$ cat config.mk
export PLATFORM = sky130hd
export DESIGN_NAME = mem_port_arbiter
export DESIGN_NICKNAME = d
export VERILOG_FILES = /design/src/rtl/mem_port_arbiter.sv
export SDC_FILE = /design/constraint.sdc
export NUM_CORES = 1
export LEC_CHECK = 0
export CAP_MARGIN = 20
export CELL_PAD_IN_SITES_DETAIL_PLACEMENT = 0
export CELL_PAD_IN_SITES_GLOBAL_PLACEMENT = 1
export CORE_ASPECT_RATIO = 1.4
export CORE_MARGIN = 3
export CORE_UTILIZATION = 32
export DETAILED_ROUTE_END_ITERATION = 16
export GPL_ROUTABILITY_DRIVEN = 0
export PLACE_DENSITY_LB_ADDON = 0.05
export SYNTH_ARGS = -nofsm -noshare
export SYNTH_HDL_FRONTEND = slang
export SYNTH_SLANG_ARGS = --single-unit
$ cat constraint.sdc
create_clock -name clk -period 4.52 [get_ports clk]
set_input_delay 1.13 -clock clk [delete_from_list [all_inputs] [get_ports clk]]
set_output_delay 1.13 -clock clk [all_outputs]
set_load 0.005 [all_outputs]
$ cat src/rtl/mem_port_arbiter.sv
// mem_port_arbiter: round-robin two-port arbiter for the memory valid/ready handshake; define MEM_ARB_TIMEOUT_EN for a BUSY timeout abort
module mem_port_arbiter #(
  parameter int ADDR_W  = 8,
  parameter int DATA_W  = 32,
  parameter int TIMEOUT = 15
) (
  input  logic              clk,
  input  logic              rstn,
  input  logic              m0_req_valid,
  input  logic              m0_req_we,
  input  logic [ADDR_W-1:0] m0_req_addr,
  input  logic [DATA_W-1:0] m0_req_wdata,
  output logic              m0_req_ready,
  output logic              m0_rsp_valid,
  output logic [DATA_W-1:0] m0_rsp_rdata,
  input  logic              m1_req_valid,
  input  logic              m1_req_we,
  input  logic [ADDR_W-1:0] m1_req_addr,
  input  logic [DATA_W-1:0] m1_req_wdata,
  output logic              m1_req_ready,
  output logic              m1_rsp_valid,
  output logic [DATA_W-1:0] m1_rsp_rdata,
  output logic [ADDR_W-1:0] mem_req_addr,
  output logic              mem_req_row,
  output logic              mem_req_valid,
  output logic [DATA_W-1:0] mem_data_write,
  input  logic [DATA_W-1:0] mem_data_read,
  input  logic              mem_ready,
  output logic              timeout_err
);
  typedef enum logic [1:0] {IDLE, BUSY, FLUSH} state_t;
  state_t state, state_nx;
  logic rr_ptr, owner, grant, done, abort;
  logic [DATA_W-1:0] rsp_data;
  if (TIMEOUT < 2) begin : g_timeout_check
    $error("TIMEOUT must be at least 2");
  end
  always_comb begin
    state_nx = state;
    m0_req_ready = 1'b0;
    m1_req_ready = 1'b0;
    mem_req_valid = 1'b0;
    done = 1'b0;
    case (state)
      IDLE:
        if (mem_ready) state_nx = FLUSH;
        else if (m0_req_valid || m1_req_valid) begin
          m1_req_ready = m1_req_valid && (!m0_req_valid || rr_ptr);
          m0_req_ready = !m1_req_ready;
          state_nx = BUSY;
        end
      BUSY: begin
        mem_req_valid = 1'b1;
        done = mem_ready || abort;
        state_nx = done ? IDLE : BUSY;
      end
      FLUSH: begin
        mem_req_valid = 1'b1;
        state_nx = IDLE;
      end
      default: state_nx = IDLE;
    endcase
  end
  assign grant = m0_req_ready || m1_req_ready;
  assign rsp_data = (abort || mem_req_row) ? '0 : mem_data_read;
  always_ff @(posedge clk or negedge rstn)
    if (!rstn) state <= IDLE;
    else state <= state_nx;
  always_ff @(posedge clk or negedge rstn)
    if (!rstn) begin
      rr_ptr <= 1'b0;
      owner <= 1'b0;
      mem_req_addr <= '0;
      mem_req_row <= 1'b0;
      mem_data_write <= '0;
      m0_rsp_valid <= 1'b0;
      m1_rsp_valid <= 1'b0;
      m0_rsp_rdata <= '0;
      m1_rsp_rdata <= '0;
    end else begin
      m0_rsp_valid <= done && !owner;
      m1_rsp_valid <= done && owner;
      if (done && !owner) m0_rsp_rdata <= rsp_data;
      if (done && owner) m1_rsp_rdata <= rsp_data;
      if (grant) begin
        mem_req_addr <= m1_req_ready ? m1_req_addr : m0_req_addr;
        mem_req_row <= m1_req_ready ? m1_req_we : m0_req_we;
        mem_data_write <= m1_req_ready ? m1_req_wdata : m0_req_wdata;
        owner <= m1_req_ready;
        rr_ptr <= !m1_req_ready;
      end else if (state == IDLE && mem_ready)
        mem_req_row <= 1'b0;
    end
`ifdef MEM_ARB_TIMEOUT_EN
  localparam int CNT_W = $clog2(TIMEOUT + 1) > 4 ? $clog2(TIMEOUT + 1) : 4;
  logic [CNT_W-1:0] cnt;
  assign abort = state == BUSY && !mem_ready && cnt == CNT_W'(TIMEOUT - 1);
  always_ff @(posedge clk or negedge rstn)
    if (!rstn) begin
      cnt <= '0;
      timeout_err <= 1'b0;
    end else begin
      cnt <= (state == BUSY && !done) ? cnt + 1'b1 : '0;
      timeout_err <= timeout_err || abort;
    end
`else
  assign abort = 1'b0;
  assign timeout_err = 1'b0;
`endif
endmodule
=== Word level (Yosys, flattened, before mapping) ===
Index checks and enable logic that the tools add are counted.

* Multiplexer cells: 18
* Reductions and logical operators: 14
* Equal/unequal tests: 3

{| class="wikitable"
|+ Operators with widths
! kind !! count
|-
| $mux 32 || 2
|-
| $mux 1 || 12
|-
| $mux 8 || 1
|-
| $logic_and 1x1->1 || 4
|-
| $logic_not 1->1 || 4
|-
| $mux 2 || 2
|-
| $pmux 2 s2 || 1
|-
| $logic_or 1x1->1 || 3
|-
| $ne 3x3->1 const B || 1
|-
| $eq 2x1->1 const B || 1
|-
| $eq 2x2->1 const B || 1
|-
| $logic_not 2->1 || 1
|-
| $reduce_bool 2->1 || 1
|-
| $reduce_or 2->1 || 1
|}

* Bits of input ports: 119
* Output and inout port bits: 111
* Logic and storage cells: 45
* Register bits after elaboration: 111

=== Logic depth before layout (Yosys ltp) ===
Gate-level depths: netlist of run 1.

* Depth in word-level cells: 9
* Gate-level depth with buffers: 7
* Mapped depth without buffers: 5

=== Least setup slack after synthesis of run 1 ===
Ideal clock, no wire load.

* Kind: input-to-output
* Start point: in mem_ready
* End point: out m1_req_ready
* Setup slack: 1.689 ns
* Buffers on the path: 2
* Arrival time: 1.701 ns
* Stages: 4
* Cell sequence: nor2b_1 and3_4 buf_6 buf_6

* Word-level cells in the longest chain between the ends: 2

{| class="wikitable"
|+ Ends and longest elaborated chain
! element !! RTL line !! text
|-
| start, declared || 28 || <nowiki>input logic mem_ready,</nowiki>
|-
| $mux 1 || 46 || <nowiki>if (mem_ready) state_nx = FLUSH;</nowiki>
|-
| $mux 1 || 44 || <nowiki>case (state)</nowiki>
|-
| end, declared || 20 || <nowiki>output logic m1_req_ready,</nowiki>
|}

Every way passes these cells.

=== Final worst setup path of run 1 ===
Ends and elaborated chain as after synthesis.

==> results, run 1 <==
- The top-area cell type share of the netlist area is 0.612.
- The number of distinct library cells after synthesis is 24.
- In this run the critical register-to-register path is launched from state[0].
- In the final timing run, aggregate negative setup slack is 0 ns.
- Max-cap violations in this run came to 0.
- The finished cells cover 0.00723 mm2.
- Yosys printed 0 warnings.
- The logic depth of the worst register-to-register path is 6.
- The via count of the first global-routing pass is 4,156.
- After legalization and detailed placement, the total HPWL measured 9470 um.
- Of the cells placed in the final design, the portion with a size suffix greater than 1 is 0.0429.
- The global route total overflow is 0.
- In this run the worst setup path begins at mem_ready.
- In this run the deepest clock path goes through 2 buffers.
- The die covers 0.0157 mm2.
- After layout, the minimum clock period comes to 3.78 ns.
- The number of setup buffers added after CTS is 0.
- In the synthesized netlist, the number of instances is 413.
- The start-to-end type of the worst setup path is in -> out.
- The cell area after synthesis is 0.00454 mm2.
- For the pin with the worst max-slew slack, the measured transition is 0.778 ns.
- The worst setup path is launched from an input port.
- The flow ran to the end, and the final reports show no timing, DRC or antenna violations.
- The worst endpoint data arrival time is 2.65 ns.
- The capture point of the critical path is m1_req_ready.
- Pin placement for this block handled 230 I/O pins.
- Once placement completed, the tool counted placed cells totaling 796.
- The cell at the root of the clock tree is clkbuf_16.
- The initial standard-cell utilization of the core is 0.333.
- Hold timing on the final database bottoms out at a slack of 0.480 ns.
- The first global-routing pass estimated 22,000 um of wire.
- The total CTS buffers is 9.
- In the global route stage, overall resource usage came out at 0.177.
- The total clock sinks is 111.
- For this run, the register share of the synthesized area comes to 0.612.
- In this run, synthesis produced a sequential element count of 111.
- The share of the clock period used by the worst path after layout is 0.836.
- The number of endpoints with negative hold slack in the final report came to 0.
- Each instance of the synthesized netlist takes up on average 11.0 um2.
- The vias per cell is 4.84.
- Traced cell by cell, the critical path runs through clkdlybuf4s50_1 > nor2b_1 > and3_4 > clkdlybuf4s50_1.
- The max-slew violation total from the final report is 0.
- In this run the worst path has a maximum fanout of 7.
- The hold buffer count at CTS is 0.
- The data required time at the worst endpoint is 3.39 ns.
- The die is 107 um wide.
- VDD sags by at most 0.197 mV.
- In the post-synthesis netlist, the biggest area contributors are dfrtp_1 (61%), a221o_1 (9.0%), o21ai_0 (6.0%), and3_1 (5.8%), nand2_1 (5.5%).
- Entering global routing, the biggest net connects 111 pins.
- For this run, the detailed router's first-pass iteration total came to 6.
- The core footprint is 0.0136 mm2.
- The later-pin clock latency in the skew report is 0.35 ns.
- The post-route non-filler standard cell count is 811.
- For this run, the top clock speed supported by timing is 265 MHz.
- The number of antenna repair diodes is 0.
- The number of setup violations in the final report is 0.
- The die extent in y is 147 um.
- The number of nets at the end of the flow is 746.
- For flop-to-flop paths, the worst setup slack is 2.22 ns.
- The first routing iteration left 166 violations.
- The slowest stage of the critical path belongs to the cell clkdlybuf4s50_1.
- The average wire per standard cell is 16.8 um.
- The net count of the mapped netlist is 534.
- In the layout the commonest cells are clkdlybuf4s50_1 (227), dfrtp_1 (111), nand2_1 (66).
- The clock tree from TritonCTS is yes.
- The number of cell rows is 50.
- The wire length after detailed routing is 13,600 um.
- STA classifies the critical path endpoint as a primary output.
- The worst hold path belongs to the class reg -> reg.
- In this run the power density over the cells is 561 mW/mm2.
- Setup repair after global routing left no endpoint under its margin.
- The count of cells resized by post-cts repair is 0.
- Of all cell types, the one taking the most synthesized area is dfrtp_1.
- The library cell used most frequently in the layout, excluding fill and tap cells, is clkdlybuf4s50_1.
- Across the routed clock network, the largest skew measured is 0.0130 ns.
- The most common cell type on the critical path is clkdlybuf4s50_1.
- The area growth from synthesis to layout is 59.2%.
- The vias after detailed routing is 3,928.
- The placed instances occupy a cell area of 0.00695 mm2.
- The delay contributed by the slowest stage of the critical path is 0.55 ns.
- The clock transition at the register clock pins on the worst setup and hold paths after CTS is 0.07 ns.
- Once layout is complete, the utilization of the core stands at 0.530.
- The detailed-route DRC error count is 0.
- The worst relative slew slack is 0.481.
- For this design the static power due to leakage is 3.27 nW.
- Input and output buffers added on the ports amount to 228.
- The endpoint identified for the worst register-to-register timing path is mem_data_write[7].
- The count of nets left with antenna violations once routing finished came out at 0.
- The H-tree generated during clock tree synthesis spans 3 levels.
- The initial antenna violation count is 0.
-- registers in the layout, summed over array words and instances, names as in the netlist --
register / cells
m0_rsp_rdata: 32
m0_rsp_valid: 1
m1_rsp_rdata: 32
m1_rsp_valid: 1
mem_data_write: 32
mem_req_addr: 8
mem_req_row: 1
owner: 1
rr_ptr: 1
state: 2
-- kinds of logic (layout without fill, tap and decap cells) --
| logic type | after synthesis | in the layout | synth area share |
|---|---|---|---|
| compound gates | 110 | 110 | 0.168 |
| other cells | 1 | 1 | 0.000826 |
| fa+ha+maj | 2 | 2 | 0.00551 |
| buf+inv | 39 | 255 | 0.0424 |
| simple gates | 150 | 150 | 0.171 |
| flops | 111 | 111 | 0.612 |
-- routing by layer --
metal	track usage	vias to the layer above	wire length, um
met5	0	-	0
met3	0.0514	23	965
met2	0.307	158	7050
met4	0.0704	0	407
li1	-	1884	-
met1	0.204	1863	5200
-- synthesized netlist by cell type --
| master | n |
|---|---|
| a21o_1 | 2 |
| a21oi_1 | 1 |
| a221o_1 | 41 |
| a311oi_1 | 1 |
| and3_1 | 42 |
| and3_4 | 1 |
| and3b_1 | 1 |
| buf_2 | 4 |
| buf_4 | 1 |
| buf_6 | 5 |
| clkbuf_1 | 25 |
| conb_1 | 1 |
| dfrtp_1 | 111 |
| ha_1 | 2 |
| inv_1 | 4 |
| nand2_1 | 66 |
| nand2b_1 | 33 |
| nand3_1 | 1 |
| nand3b_1 | 1 |
| nor2_1 | 2 |
| nor2b_1 | 2 |
| o21ai_0 | 54 |
| o21ai_1 | 11 |
| or2_2 | 1 |
-- area by class of cell --
| cell class | instances | area (um2) |
|---|---|---|
| flip-flops and latches | 111 | 2780 |
| clock inverters | 6 | 53.8 |
| inverters | 4 | 15.0 |
| fillers | 1277 | 6410 |
| multi-input cells | 263 | 1570 |
| clock buffers | 9 | 225 |
| well taps | 182 | 228 |
| repair buffers | 236 | 2350 |
-- stage by stage --
stage,setup WS [ns],total power [mW]
after floorplan,1.69,2.18
after global placement,0.773,3.30
after detailed placement,0.743,3.34
after CTS,0.747,4.12
after global routing,0.666,4.33
final,0.743,4.05
-- worst max-delay path: cells and delay by family --
family        cells  cell delay, ns
simple gates      2            0.43
buf+inv           2            1.08
-- power by group --
part           leakage, nW  internal, mW  total, mW  switching, mW
sequential            1.40          1.42       1.65          0.234
combinational         1.73          1.06       1.64          0.579
clock                0.134         0.381      0.763          0.382
total                 3.27          2.86       4.05           1.19
-- worst min-delay path by stage --
stage | start | endpoint | slack (ns) | cells past startpoint
after detailed placement | m1_rsp_rdata[16] | m1_rsp_rdata[16] | 0.47 | 2
after floorplan | rr_ptr | rr_ptr | 0.46 | 1
final | m0_rsp_rdata[31] | m0_rsp_rdata[31] | 0.48 | 2
after CTS | m0_rsp_rdata[31] | m0_rsp_rdata[31] | 0.49 | 2
after global placement | m0_rsp_rdata[2] | m0_rsp_rdata[2] | 0.46 | 2
after global routing | m0_rsp_rdata[16] | m0_rsp_rdata[16] | 0.51 | 2
Note: power is estimated with default switching activity, not from simulation.
==> inputs of run 2 (changes only) <==
--- a/config.mk
+++ b/config.mk
@@ -10,7 +10,7 @@
 export CELL_PAD_IN_SITES_GLOBAL_PLACEMENT = 1
 export CORE_ASPECT_RATIO = 1.4
 export CORE_MARGIN = 3
-export CORE_UTILIZATION = 32
+export CORE_UTILIZATION = 27
 export DETAILED_ROUTE_END_ITERATION = 16
 export GPL_ROUTABILITY_DRIVEN = 0
 export PLACE_DENSITY_LB_ADDON = 0.05
==> constraint.sdc (replaced) <==
create_clock -name clk -period 3.4 [get_ports clk]
set_input_delay 0.85 -clock clk [delete_from_list [all_inputs] [get_ports clk]]
set_output_delay 0.85 -clock clk [all_outputs]
set_load 0.005 [all_outputs]
==> results, run 2 (same netlist as run 1, synthesis figures left out) <==
- The area growth from synthesis to layout is 60.8%.
- The count of boundary I/O pins is 230.
- In this run the static leakage power is 3.29 nW.
- The H-tree depth is 3.
- The worst endpoint data arrival time is 2.21 ns.
- The library cells used most frequently in the layout, excluding fill and tap cells, are clkdlybuf4s50_1 (227), dfrtp_1 (111), nand2_1 (66).
- The initialized floorplan defines 55 standard-cell rows.
- The slew of the pin with the lowest slew margin is 0.713 ns.
- The worst slack on hold paths is 0.410 ns.
- The share of total power dissipated in combinational logic is 0.410.
- The wire-length estimate of the detail-placed layout is 10,400 um.
- In the finished design, the share of the clock period the worst path needs comes to 0.900.
- The total clock sinks is 111.
- The total of max-cap violations is 0.
- The slowest stage cell on the critical path is clkdlybuf4s50_1.
- After floorplanning, the core was sized to cover 0.0163 mm2.
- The ratio of total power to cell area is 740 mW/mm2.
- The max-slew violation total from the final report is 0.
- Setup violations remaining at the end of the flow were counted as 0.
- The worst pin sits at a relative slew slack of 0.524.
- The library cell used most frequently in the layout, excluding fill and tap cells, is clkdlybuf4s50_1.
- For this run, the total global-route usage over all layers was measured as 0.159.
- Of all nets on the critical path, the largest fanout is 3.
- The floorplan step set the die height to 159 um.
- After clock tree synthesis, the clock-pin slew on the worst setup and hold paths is 0.07 ns.
- The critical path goes through clkdlybuf4s50_1 > nor2b_1 > and3_4 > clkdlybuf4s50_1.
- Entering global routing, the biggest net connects 60 pins.
- The clock tree skew after final layout is 0.00745 ns.
- By instance count, the cell type seen most on the critical path is clkdlybuf4s50_1.
- The count of cells resized by post-cts repair is 0.
- Summed over all nets, the switching power comes to 1.59 mW.
- The endpoint type of the worst setup path is a primary output.
- The setup path with the least slack is of type in -> out.
- In the routed design, unresolved DRC markers number 0.
- The via count of the first global-routing pass is 4,162.
- Of the total power, registers draw 0.406.
- The internal power consumption is 3.81 mW.
- After clock tree synthesis, the flow added hold-fix buffers numbering 0.
- Input and output buffers added on the ports amount to 228.
- The internal reg-to-reg setup slack is 1.44 ns.
- The global route total overflow is 0.
- For the worst setup path, the data required time is 2.55 ns.
- In the final routed layout, each cell accounts on average for 17.5 um.
- The detail route stage leaves a number of antenna-violating nets equal to 0.
- Counting cells, the worst reg-to-reg path comes to 6.
- The number of detailed-routing iterations run before antenna repair is 4.
- The number of endpoints with negative hold slack in the final report is 0.
- The delay contributed by the slowest stage of the critical path is 0.50 ns.
- The class of the most critical hold timing path is in -> async.
- Of the total power, the clock network draws 0.184.
- At the end of the flow, the number of nets in the layout was 749.
- For this configuration, the core starts out at a cell density of 0.278.
- The initial antenna violation count is 1.
- The routed design could run at a clock period as short as 3.06 ns.
- The tree is rooted in a clkbuf_16.
- At the later pin of the worst-skew pair, clock insertion delay measures 0.35 ns.
- No sink is reached through more buffers than the 2 on the longest clock path.
- TritonCTS built the clock tree.
- In this run, CTS created clock tree buffers numbering 9.
- The largest registers in the layout are m0_rsp_rdata x32, m1_rsp_rdata x32, mem_data_write x32.
- For this block, the routed nets add up to 14,600 um of wire.
- The run finished with clean final reports.
- The switching fraction of total power is 0.294.
- The number of DRC markers after the initial detailed-route iteration is 192.
- The worst register-to-register path ends at mem_data_write[25].
- The floorplan step defined a die boundary enclosing 0.0184 mm2.
- The sum of buffers and inverters on the critical path is 2.
- The kind of cell adding the most delay to the critical path is buffers and inverters.
- The wire length of the first global-routing pass is 23,000 um.
- After detailed routing, the number of vias per cell comes to 4.76.
- Timing would allow up to 327 MHz.
- The horizontal die dimension is 116 um.
- The reg-to-reg startpoint is state[1].
- The vias after detailed routing is 3,960.
- Setup repair after global routing left no endpoint under its margin.
- The worst vdd rail ir drop is 0.347 mV.
- In the final layout, the share of cells above drive strength 1 is 0.0475.
- The number of setup buffers added after CTS is 0.
- The worst setup path is launched from an input port.
- The sum of negative setup slack is 0 ns.
[run 2: changes by cell type in the layout (fill, tap and decap cells not counted), sizes merged]
cell	before	now
inv	7	4
diode	0	1
buf	9	12
clkinvlp	1	4
clkbuf	9	10
clkinv	2	1
[run 2: area by class of cell]
class,instances,area (um2)
well taps,199,249
fillers,1550,9010
inverters,4,15.0
clock buffers,10,239
flip-flops and latches,111,2780
multi-input cells,263,1570
clock inverters,5,35.0
diodes,1,2.50
repair buffers,239,2410
[run 2: how the worst max path moves through the flow]
| stage | start | slack [ns] | cells past startpoint | end |
|---|---|---|---|---|
| final | mem_ready | 0.34 | 4 | m1_req_ready |
| after global routing | mem_ready | 0.26 | 4 | m0_req_ready |
| after CTS | mem_ready | 0.33 | 4 | m1_req_ready |
| after detailed placement | mem_ready | 0.34 | 4 | m1_req_ready |
| after global placement | mem_ready | 0.33 | 5 | mem_req_row |
| after floorplan | mem_ready | 1.13 | 4 | m1_req_ready |
[run 2: worst register-to-register path: cells and delay by family, from the launching register on]
kind	cells	cell delay, ns
DFF	1	0.36
adders and majority gates	1	0.25
and+or+nand+nor	2	0.63
AOI/OAI and AO/OA	1	0.27
buffers and inverters	2	0.34
[run 2: power groups by stage]
stage	registers [mW]	logic, mW	clock network, mW
finish	2.19	2.22	0.996
global route	2.27	2.43	1.08
CTS	2.20	2.26	1.04
detailed placement	2.21	2.26	0
global placement	2.20	2.23	0
floorplan	2.24	0.656	0
[run 2: per-stage QoR]
step	worst slack (ns)	cells	cell area (um2)	power [mW]	util
floorplan	1.13	413	4540	2.90	-
global placement	0.332	815	7000	4.43	0.429
detailed placement	0.344	816	7020	4.47	0.431
CTS	0.329	831	7300	5.50	0.447
global route	0.265	832	7300	5.78	0.448
finish	0.339	832	7300	5.40	0.448
[run 2: routing by layer]
layer | wire length (um) | vias to the layer above | global-route usage | share of wire
met5 | 0 | - | 0 | 0
met4 | 316 | 0 | 0.0683 | 0.022
met3 | 1130 | 19 | 0.0422 | 0.078
met2 | 7150 | 155 | 0.260 | 0.49
met1 | 5980 | 1899 | 0.196 | 0.41
li1 | - | 1887 | - | -
